`src/rtl/modex_engine_if.sv`:
```
// Operand/result handshake bundle for the modular-exponentiation engine.
// The master side supplies operands and accepts results; the engine is the slave.
`timescale 1ns/1ps
interface modex_engine_if #(
  parameter int WIDTH     = 16,
  parameter int EXP_WIDTH = 16
);
  logic                 in_valid;
  logic                 in_ready;
  logic [WIDTH-1:0]     base;
  logic [EXP_WIDTH-1:0] exponent;
  logic [WIDTH-1:0]     modulus;
  logic                 out_valid;
  logic                 out_ready;
  logic [WIDTH-1:0]     result;
  logic                 error;

  modport master (
    output in_valid, base, exponent, modulus, out_ready,
    input  in_ready, out_valid, result, error
  );

  modport slave (
    input  in_valid, base, exponent, modulus, out_ready,
    output in_ready, out_valid, result, error
  );
endinterface

```
`src/rtl/modex_engine.sv`:
```
// Constant-time right-to-left square-and-multiply engine: result = base^exponent mod modulus.
// Two bit-serial interleaved modular multipliers compute acc*sq and sq*sq side by side.
`timescale 1ns/1ps
module modex_engine #(
  parameter int WIDTH     = 16,
  parameter int EXP_WIDTH = 16
) (
  input  logic          clk,
  input  logic          rst,
  modex_engine_if.slave bus
);

  localparam int JW = (WIDTH > 1) ? $clog2(WIDTH) : 1;
  localparam int KW = (EXP_WIDTH > 1) ? $clog2(EXP_WIDTH + 1) : 1;
  localparam logic [JW-1:0] J_LAST = JW'(WIDTH - 1);
  localparam logic [KW-1:0] K_LAST = KW'(EXP_WIDTH - 1);

  typedef enum logic [1:0] {IDLE, CHECK, MUL, DONE} state_t;

  state_t               state_q, state_d;
  logic [WIDTH-1:0]     base_q;
  logic [WIDTH-1:0]     mod_q;
  logic [EXP_WIDTH-1:0] exp_q;
  logic [WIDTH-1:0]     acc_q;
  logic [WIDTH-1:0]     sq_q;
  logic [WIDTH:0]       r1_q;
  logic [WIDTH:0]       r2_q;
  logic [JW-1:0]        j_q;
  logic [KW-1:0]        k_q;
  logic                 err_q;
  logic                 out_valid_q;
  logic [WIDTH-1:0]     result_q;
  logic                 error_q;

  logic [JW-1:0]        bit_idx;
  logic                 ybit;
  logic [WIDTH:0]       p1;
  logic [WIDTH:0]       p2;
  logic                 chk_mod1;
  logic                 chk_bad;
  logic                 bit_last;
  logic                 exp_last;

  // One interleaved shift-add step; r < n on entry keeps every intermediate below 2n.
  function automatic logic [WIDTH:0] mod_step(
    input logic [WIDTH:0]   r,
    input logic [WIDTH-1:0] x,
    input logic             yb,
    input logic [WIDTH-1:0] n
  );
    logic [WIDTH:0] t;
    logic [WIDTH:0] nn;
    nn = {1'b0, n};
    t  = {r[WIDTH-1:0], 1'b0};
    if (t >= nn) t = t - nn;
    if (yb) begin
      t = t + {1'b0, x};
      if (t >= nn) t = t - nn;
    end
    return t;
  endfunction

  assign bit_idx  = J_LAST - j_q;
  assign ybit     = sq_q[bit_idx];
  assign p1       = mod_step(r1_q, acc_q, ybit, mod_q);
  assign p2       = mod_step(r2_q, sq_q, ybit, mod_q);
  assign chk_mod1 = (mod_q == WIDTH'(1));
  assign chk_bad  = (mod_q < WIDTH'(2)) || (base_q >= mod_q);
  assign bit_last = (j_q == J_LAST);
  assign exp_last = (k_q == K_LAST);

  assign bus.in_ready  = (state_q == IDLE);
  assign bus.out_valid = out_valid_q;
  assign bus.result    = result_q;
  assign bus.error     = error_q;

  always_ff @(posedge clk or negedge rst) begin
    if (!rst) state_q <= IDLE;
    else      state_q <= state_d;
  end

  always_comb begin
    state_d = state_q;
    case (state_q)
      IDLE:  if (bus.in_valid) state_d = CHECK;
      CHECK: state_d = chk_bad ? DONE : MUL;
      MUL:   if (bit_last && exp_last) state_d = DONE;
      DONE:  if (out_valid_q && bus.out_ready) state_d = IDLE;
      default: state_d = IDLE;
    endcase
  end

  always_ff @(posedge clk or negedge rst) begin
    if (!rst) begin
      base_q      <= '0;
      mod_q       <= '0;
      exp_q       <= '0;
      acc_q       <= '0;
      sq_q        <= '0;
      r1_q        <= '0;
      r2_q        <= '0;
      j_q         <= '0;
      k_q         <= '0;
      err_q       <= 1'b0;
      out_valid_q <= 1'b0;
      result_q    <= '0;
      error_q     <= 1'b0;
    end else begin
      case (state_q)
        IDLE: begin
          if (bus.in_valid) begin
            base_q <= bus.base;
            exp_q  <= bus.exponent;
            mod_q  <= bus.modulus;
          end
        end
        CHECK: begin
          r1_q <= '0;
          r2_q <= '0;
          j_q  <= '0;
          k_q  <= '0;
          // modulus==1 is a legal operand set whose answer is simply zero
          if (chk_bad) begin
            acc_q <= '0;
            err_q <= !chk_mod1;
          end else begin
            acc_q <= WIDTH'(1);
            sq_q  <= base_q;
            err_q <= 1'b0;
          end
        end
        MUL: begin
          if (bit_last) begin
            if (exp_q[0]) acc_q <= p1[WIDTH-1:0];
            sq_q  <= p2[WIDTH-1:0];
            exp_q <= exp_q >> 1;
            r1_q  <= '0;
            r2_q  <= '0;
            j_q   <= '0;
            k_q   <= k_q + KW'(1);
          end else begin
            r1_q <= p1;
            r2_q <= p2;
            j_q  <= j_q + JW'(1);
          end
        end
        DONE: begin
          // first DONE cycle publishes the result; it is then held until consumed
          if (!out_valid_q) begin
            out_valid_q <= 1'b1;
            result_q    <= acc_q;
            error_q     <= err_q;
          end else if (bus.out_ready) begin
            out_valid_q <= 1'b0;
            error_q     <= 1'b0;
          end
        end
        default: ;
      endcase
    end
  end

endmodule

```
`src/flat_wrapper.sv`:
```
// flat-port wrapper written by rule: the top's interface ports become plain ports
module modex_engine_flat 
#(
  parameter int WIDTH     = 16,
  parameter int EXP_WIDTH = 16
)
  (clk, rst, bus_in_valid, bus_base, bus_exponent, bus_modulus, bus_out_ready, bus_in_ready, bus_out_valid, bus_result, bus_error);
  modex_engine_if #(.WIDTH(WIDTH), .EXP_WIDTH(EXP_WIDTH)) bus_i ();
  input  logic clk;
  input  logic rst;
  input wire logic [$bits(bus_i.in_valid)-1:0] bus_in_valid;
  input wire logic [$bits(bus_i.base)-1:0] bus_base;
  input wire logic [$bits(bus_i.exponent)-1:0] bus_exponent;
  input wire logic [$bits(bus_i.modulus)-1:0] bus_modulus;
  input wire logic [$bits(bus_i.out_ready)-1:0] bus_out_ready;
  output wire logic [$bits(bus_i.in_ready)-1:0] bus_in_ready;
  output wire logic [$bits(bus_i.out_valid)-1:0] bus_out_valid;
  output wire logic [$bits(bus_i.result)-1:0] bus_result;
  output wire logic [$bits(bus_i.error)-1:0] bus_error;
  assign bus_i.in_valid = bus_in_valid;
  assign bus_i.base = bus_base;
  assign bus_i.exponent = bus_exponent;
  assign bus_i.modulus = bus_modulus;
  assign bus_i.out_ready = bus_out_ready;
  assign bus_in_ready = bus_i.in_ready;
  assign bus_out_valid = bus_i.out_valid;
  assign bus_result = bus_i.result;
  assign bus_error = bus_i.error;
  modex_engine #(.WIDTH(WIDTH), .EXP_WIDTH(EXP_WIDTH)) u_core (.clk(clk), .rst(rst), .bus(bus_i));
endmodule
```
`config.mk`:
```
export PLATFORM = sky130hd
export DESIGN_NAME = modex_engine_flat
export DESIGN_NICKNAME = d
export VERILOG_FILES = /design/src/rtl/modex_engine_if.sv /design/src/rtl/modex_engine.sv /design/src/flat_wrapper.sv
export SDC_FILE = /design/constraint.sdc
export NUM_CORES = 1
export LEC_CHECK = 0
export BUFFER_PORTS_ARGS = -buffer_cell sky130_fd_sc_hd__buf_2
export CAP_MARGIN = 10
export CELL_PAD_IN_SITES_DETAIL_PLACEMENT = 2
export CELL_PAD_IN_SITES_GLOBAL_PLACEMENT = 2
export CORE_UTILIZATION = 40
export CTS_BUF_LIST = sky130_fd_sc_hd__clkbuf_16
export DETAILED_ROUTE_END_ITERATION = 10
export HOLD_SLACK_MARGIN = 0.1
export PLACE_DENSITY = 0.87
export SYNTH_ARGS = -nofsm -noshare
export SYNTH_HDL_FRONTEND = slang
export SYNTH_SLANG_ARGS = --single-unit
```
`constraint.sdc`:
```
create_clock -name clk -period 9.2 [get_ports clk]
set_input_delay 0.92 -clock clk [delete_from_list [all_inputs] [get_ports clk]]
set_output_delay 0.92 -clock clk [all_outputs]
set_load 0.05 [all_outputs]
```
# == After elaboration in Yosys (flattened, before gate mapping) ==
# Cells that the tools add are included.
# classes
n_addsub,9
multipliers,0
div_mod_pow,0
n_lt_le_gt_ge,7
eq_ne,13
shifts,0
muxes,36
n_bitwise,1
reduce_logical,15
# op_table
op,n
16-bit two-way mux,12
16-bit case mux with 2 select lines,5
17-bit by 16-bit >= comparator with 1-bit output,4
17-bit by 16-bit adder with 17-bit output,2
17-bit two-way mux,2
17-bit by 16-bit subtractor with 17-bit output,2
16-bit subtractor,2
16-bit by 1-bit == test with 1-bit output (second input constant),1
16-bit >= comparator,1
16-bit by 2-bit < comparator with 1-bit output (second input constant),1
3-bit AND reduction,4
5-bit case mux with 2 select lines,1
1-bit two-way mux,8
2-bit by 1-bit inequality test with 1-bit output (second input constant),4
2-bit case mux with 4 select lines,1
4-bit case mux with 2 select lines,1
2-bit AND reduction,4
2-bit two-way mux,3
2-bit inequality test (second input constant),3
5-bit by 1-bit adder with 5-bit output (second input constant),1
5-bit by 4-bit == test with 1-bit output (second input constant),1
4-bit by 5-bit < comparator with 1-bit output (second input constant),1
5-bit two-way mux,1
4-bit by 1-bit adder with 4-bit output (second input constant),1
12 further kinds,15
# totals
regBits,142
latch_bits,0
mem_bits_rw,0
rom_bits,0
word_cells,95
n_memories,0

# == Logic depth before layout (Yosys ltp) ==
# depth
depth_word,9
mapped_depth,30
depth_no_buf,28

# == Worst setup path after synthesis ==
# No wires, ideal clock.
# synth_timing
path_kind,flip-flop to flip-flop
start,reg u_core.mod_q[1]
end,reg u_core.acc_q[5]
setup_time_ps,133
t_arrival_ps,6249
setup_slack_ps,2817
path_stages_with_launch,29
path_buffers,1
period_less_slack_ps,6383
cell_sequence,dfrtp_1 inv_1 ha_1 nor2b_1 o31a_1 o21ai_0 a41oi_1 nor2_1 buf_2 nand2_1 o21ai_0 ha_1 nor2b_1 o31a_1 o2111ai_1 nand2_1 a21o_1 a21oi_1 xnor2_1 ha_1 nand2_1 or2_2 nor3_1 nor2b_1 a221oi_1 nor2_1 and3_1 a211oi_1 o21ai_0
# synth_via
elab_chain_cells,9
word_cells_on_any_way,11
cone_classes,3 x add/sub; 2 x order compare; 6 x mux
# synth_lines
element,line,rtl
from (decl),modex_engine.sv:22,logic [WIDTH-1:0] mod_q;
from (signal assigned),modex_engine.sv:114,mod_q <= bus.modulus;
17-bit by 16-bit subtractor with 17-bit output or 17-bit by 16-bit >= comparator with 1-bit output (tied branches),modex_engine.sv:55,if (t >= nn) t = t - nn;
17-bit two-way mux,modex_engine.sv:55,
17-bit by 16-bit adder with 17-bit output,modex_engine.sv:57,"t = t + {1'b0, x};"
16-bit subtractor or 17-bit by 16-bit >= comparator with 1-bit output (tied branches),modex_engine.sv:58,if (t >= nn) t = t - nn;
16-bit two-way mux,modex_engine.sv:58,
16-bit two-way mux *,modex_engine.sv:56,if (yb) begin
16-bit two-way mux *,modex_engine.sv:134,if (exp_q[0]) acc_q <= p1[WIDTH-1:0];
16-bit two-way mux *,modex_engine.sv:133,if (bit_last) begin
16-bit case mux with 2 select lines *,modex_engine.sv:109,case (state_q)
to (signal assigned),modex_engine.sv:134,
to (decl),modex_engine.sv:24,logic [WIDTH-1:0] acc_q;
# Mark *: on every way between the ends. The rest lies on a longest branch, timed or not. The select of a mux whose other input is x is not followed.
# A chain may end at the register's enable or synchronous reset.

# == Worst setup path after layout ==
# layout_timing
start,reg u_core.mod_q[1]
end,reg u_core.sq_q[5]
# layout_via
elab_chain_cells,8
word_cells_on_any_way,15
cone_classes,3 x add/sub; 4 x order compare; 1 x eq/ne; 5 x mux; 2 x reduce/logical
# layout_lines
element,line,rtl
17-bit by 16-bit subtractor with 17-bit output or 17-bit by 16-bit >= comparator with 1-bit output (tied branches),modex_engine.sv:55,
17-bit two-way mux,modex_engine.sv:55,
17-bit by 16-bit adder with 17-bit output,modex_engine.sv:57,
16-bit subtractor or 17-bit by 16-bit >= comparator with 1-bit output (tied branches),modex_engine.sv:58,
16-bit two-way mux,modex_engine.sv:58,
16-bit two-way mux,modex_engine.sv:56,
16-bit two-way mux,modex_engine.sv:133,
16-bit case mux with 2 select lines,modex_engine.sv:109,
to (signal assigned),modex_engine.sv:128,sq_q <= base_q;
to (signal assigned),modex_engine.sv:135,sq_q <= p2[WIDTH-1:0];
to (decl),modex_engine.sv:25,logic [WIDTH-1:0] sq_q;
# Parallel ways exist; a longest one is shown, timed or not. The select of a mux whose other input is x is not followed.

==> impl_metrics.json <==
{
  "hold_buffers": 0,
  "grt_pass1_vias": 13368,
  "fin_skew_ps": 22.5,
  "hp-class": "in -> async",
  "clockRootBuffer": "clkbuf_16",
  "crit_start": "u_core.mod_q[1]$_DFFE_PN0P_",
  "slew_headroom_pct": 21.1,
  "fillCellCount": 3110,
  "dr.pass1.iters": 5,
  "insertedDiodeCount": 0,
  "fin_nets": 1546,
  "r2r_slack_ps": 300,
  "die-height_um": 175,
  "synthAdderAreaFrac_pct": 13.6,
  "maxCapViolations": 0,
  "routedWlPerCell_um": 31.3,
  "initial_core_util_pct": 41.1,
  "outcome": "completed",
  "startpoint_type": "flop",
  "grtUsageTotal_pct": 36.8,
  "drive_gt1_share_pct": 14.4,
  "finalSetupTns_ps": 0,
  "synth_area_leader_cell": "dfrtp_1",
  "finalSetupViolations": 0,
  "rsz0062_at_grt": "false",
  "avgViaCountPerCell": 6.83,
  "synth_top_area_share_pct": 29.8,
  "cts_tree": "done",
  "worst_pin_slew_ps": 1180,
  "numPortBuffers": 70,
  "post-route-drc-count": 0,
  "path_class": "reg -> reg",
  "gr-total-overflow": 0,
  "drt_iter0_drc": 1042,
  "wl_mm": 55.3,
  "arrival_ps": 9260,
  "use_met2_pct": 62.0,
  "busiest_layer": "met2",
  "vias": 12057,
  "hold_violations": 0,
  "gp_congestion": 0.938,
  "seq_area_mm2": 0.00355,
  "synth-compound-area-share_pct": 24.6,
  "max_freq_ghz": 0.112,
  "cts_buffers": 17,
  "htree_levels": 4,
  "coreArea_mm2": 0.0290,
  "grt_pass1_wl_mm": 84.3,
  "worstPathRequired_ps": 9560,
  "die-area_mm2": 0.0305,
  "reg2reg_from": "u_core.mod_q[1]$_DFFE_PN0P_",
  "synth_area_leaders": "dfrtp_1 (30%), ha_1 (13%), mux2_2 (5.8%)",
  "rows": 62,
  "clock_latency_ps": 490,
  "yosysUniqueCellTypes": 78,
  "synthCells": 1309,
  "syn-num-nets": 1487,
  "multiInputGateArea_mm2": 0.00797,
  "met1_usage_pct": 42.8,
  "crit_path_end_kind": "flop",
  "grt_max_degree": 101,
  "ctsLongestPathBuffers": 2,
  "synth_flop_cell": "dfrtp_1",
  "yosys.area_share.xor_xnor_pct": 4.98,
  "async_flop_share_pct": 100,
  "maxSlewViolCount": 0,
  "ys_seq_elements": 142,
  "path_max_fanout": 20,
  "synth_mux_area_share_pct": 9.45,
  "synth_edf_count": 0,
  "r2r_end": "u_core.sq_q[5]$_DFFE_PN0P_",
  "final_antenna_net_count": 0,
  "fin_crit_sh_pct": 96.7,
  "avgSynthCellArea_um2": 9.11,
  "antenna_found_initial": 1,
  "ios": 71,
  "synth_top_family_by_area": "compound AO/OA/AOI/OAI gates",
  "synth.cell_area_mm2": 0.0119,
  "fp.dieW_um": 175,
  "use_met3_pct": 6.83,
  "synthSimpleGateAreaFrac_pct": 14.1,
  "crit_end": "u_core.sq_q[5]$_DFFE_PN0P_",
  "numClockSinks": 142,
  "dp.final_hpwl_mm": 36.1,
  "yosysSeqAreaShare_pct": 29.8,
  "r2r_cells": 26,
  "fin_crit_ps": 8900,
  "clkTransAtPathRegs_ps": 80,
  "yosysWarnings": 0,
  "syn2layout_area_growth_pct": 11.7
}
flip-flops by register name, summed over array words and instances, names as in the netlist, 5 cells and up:
name               count
u_core.acc_q          16
u_core.base_q         16
u_core.bus.result     16
u_core.exp_q          16
u_core.mod_q          16
u_core.r1_q           16
u_core.r2_q           16
u_core.sq_q           16
u_core.k_q             5
cell usage in the layout (no fill, tap or decap), types with 6 or more instances in the layout:
| cell | instances |
|---|---|
| mux2i_1 | 35 |
| ha_1 | 119 |
| nand2b_1 | 15 |
| and2_1 | 9 |
| o221ai_1 | 7 |
| o21ai_0 | 85 |
| nand2_1 | 79 |
| o21bai_1 | 6 |
| a21oi_1 | 95 |
| a31oi_1 | 11 |
| a211oi_1 | 14 |
| a32o_1 | 7 |
| nor4_1 | 7 |
| nand3_1 | 33 |
| xor2_1 | 19 |
| buf_2 | 69 |
| and3_1 | 15 |
| o2bb2ai_1 | 25 |
| o31a_1 | 8 |
| mux2_2 | 61 |
| fa_1 | 6 |
| buf_4 | 12 |
| or3_1 | 12 |
| nor2b_1 | 26 |
| clkbuf_16 | 17 |
| nor2_1 | 76 |
| o31ai_1 | 15 |
| o21a_1 | 25 |
| nand4_1 | 16 |
| dfrtp_1 | 142 |
| o211ai_1 | 24 |
| a21o_1 | 34 |
| nor3_1 | 28 |
| inv_1 | 66 |
| xnor2_1 | 47 |
kinds of logic (layout without fill, tap and decap cells):
kind of cell,count (synthesis),count (layout)
compound gates,430,430
simple gates,336,336
flops,142,142
fa+ha+maj,126,126
buf+inv,108,180
mux,100,100
xor+xnor,67,67
routing by layer:
metal / share of wire, % / up-vias
met5: 0.024 / -
met4: 6.9 / 2
met3: 6.0 / 235
met2: 48 / 618
met1: 39 / 6139
li1: - / 5063
synthesized netlist by cell type, drive strengths merged (29+ instances only):
cell type,instances
a21o,34
a21oi,98
clkbuf,34
dfrtp,142
ha,120
inv,66
mux2,61
mux2i,35
nand2,79
nand3,33
nor2,76
nor3,29
o21ai,91
xnor2,48
worst max-delay path, stage by stage (launching register included):
cell      delay, ps
dfrtp_1         470
inv_1           340
ha_1            340
nor2b_1         180
o31ai_1         420
a21oi_1         250
o211ai_1        360
and2_2          480
mux2i_1         470
inv_1           150
ha_1            310
a21o_1          130
a21oi_1         140
o211ai_1        350
nand3_1         180
o21ai_0         550
xor2_1          280
ha_1            320
and2_1          200
a221o_1         360
nor2_1          160
nand2_1          70
o21ai_0         370
o211ai_1        410
nor3_1          760
a221oi_1        330
o21ai_0         390
repair_timing:
item                                   in CTS  in global routing
setup buffers                               0                  0
endpoints found under the hold margin       0                  0
resized for setup                           0                  1
setup endpoints to repair                   0                  1
worst min path at each step:
| stage | start | to | slack (ps) | cells past startpoint |
|---|---|---|---|---|
| floorplan | u_core.k_q[4]$_DFFE_PN0P_ | u_core.k_q[4]$_DFFE_PN0P_ | 470 | 2 |
| global placement | u_core.k_q[4]$_DFFE_PN0P_ | u_core.k_q[4]$_DFFE_PN0P_ | 480 | 2 |
| detailed placement | u_core.bus.result[7]$_DFFE_PN0P_ | u_core.bus.result[7]$_DFFE_PN0P_ | 490 | 1 |
| CTS | u_core.bus.result[7]$_DFFE_PN0P_ | u_core.bus.result[7]$_DFFE_PN0P_ | 510 | 1 |
| global route | u_core.bus.result[13]$_DFFE_PN0P_ | u_core.bus.result[13]$_DFFE_PN0P_ | 540 | 1 |
| finish | rst | u_core.r1_q[7]$_DFFE_PN0P_ | 510 | 1 |
cell type report:
cell class | count | share of cell area, %
Clock inverter | 15 | 1.42
Inverter | 66 | 1.86
Clock buffer | 17 | 3.20
Multi-Input combinational cell | 1059 | 59.9
Sequential cell | 142 | 26.7
Tap cell | 384 | 3.61
Timing Repair Buffer | 82 | 3.35
through the flow:
step / cells / hold slack, ps / worst slack, ps / cell area [um^2] / utilization (%)
floorplan: 1309 / 469 / 2820 / 11900 / -
global placement: 1733 / 485 / 1520 / 12700 / 43.8
detailed placement: 1733 / 493 / 1040 / 12700 / 43.8
CTS: 1765 / 513 / 401 / 13300 / 45.9
global route: 1765 / 538 / 169 / 13300 / 45.9
finish: 1765 / 506 / 299 / 13300 / 45.9
Power is not shown: default switching activity piles up to over one toggle a cycle in this logic, so the estimate is an artifact.
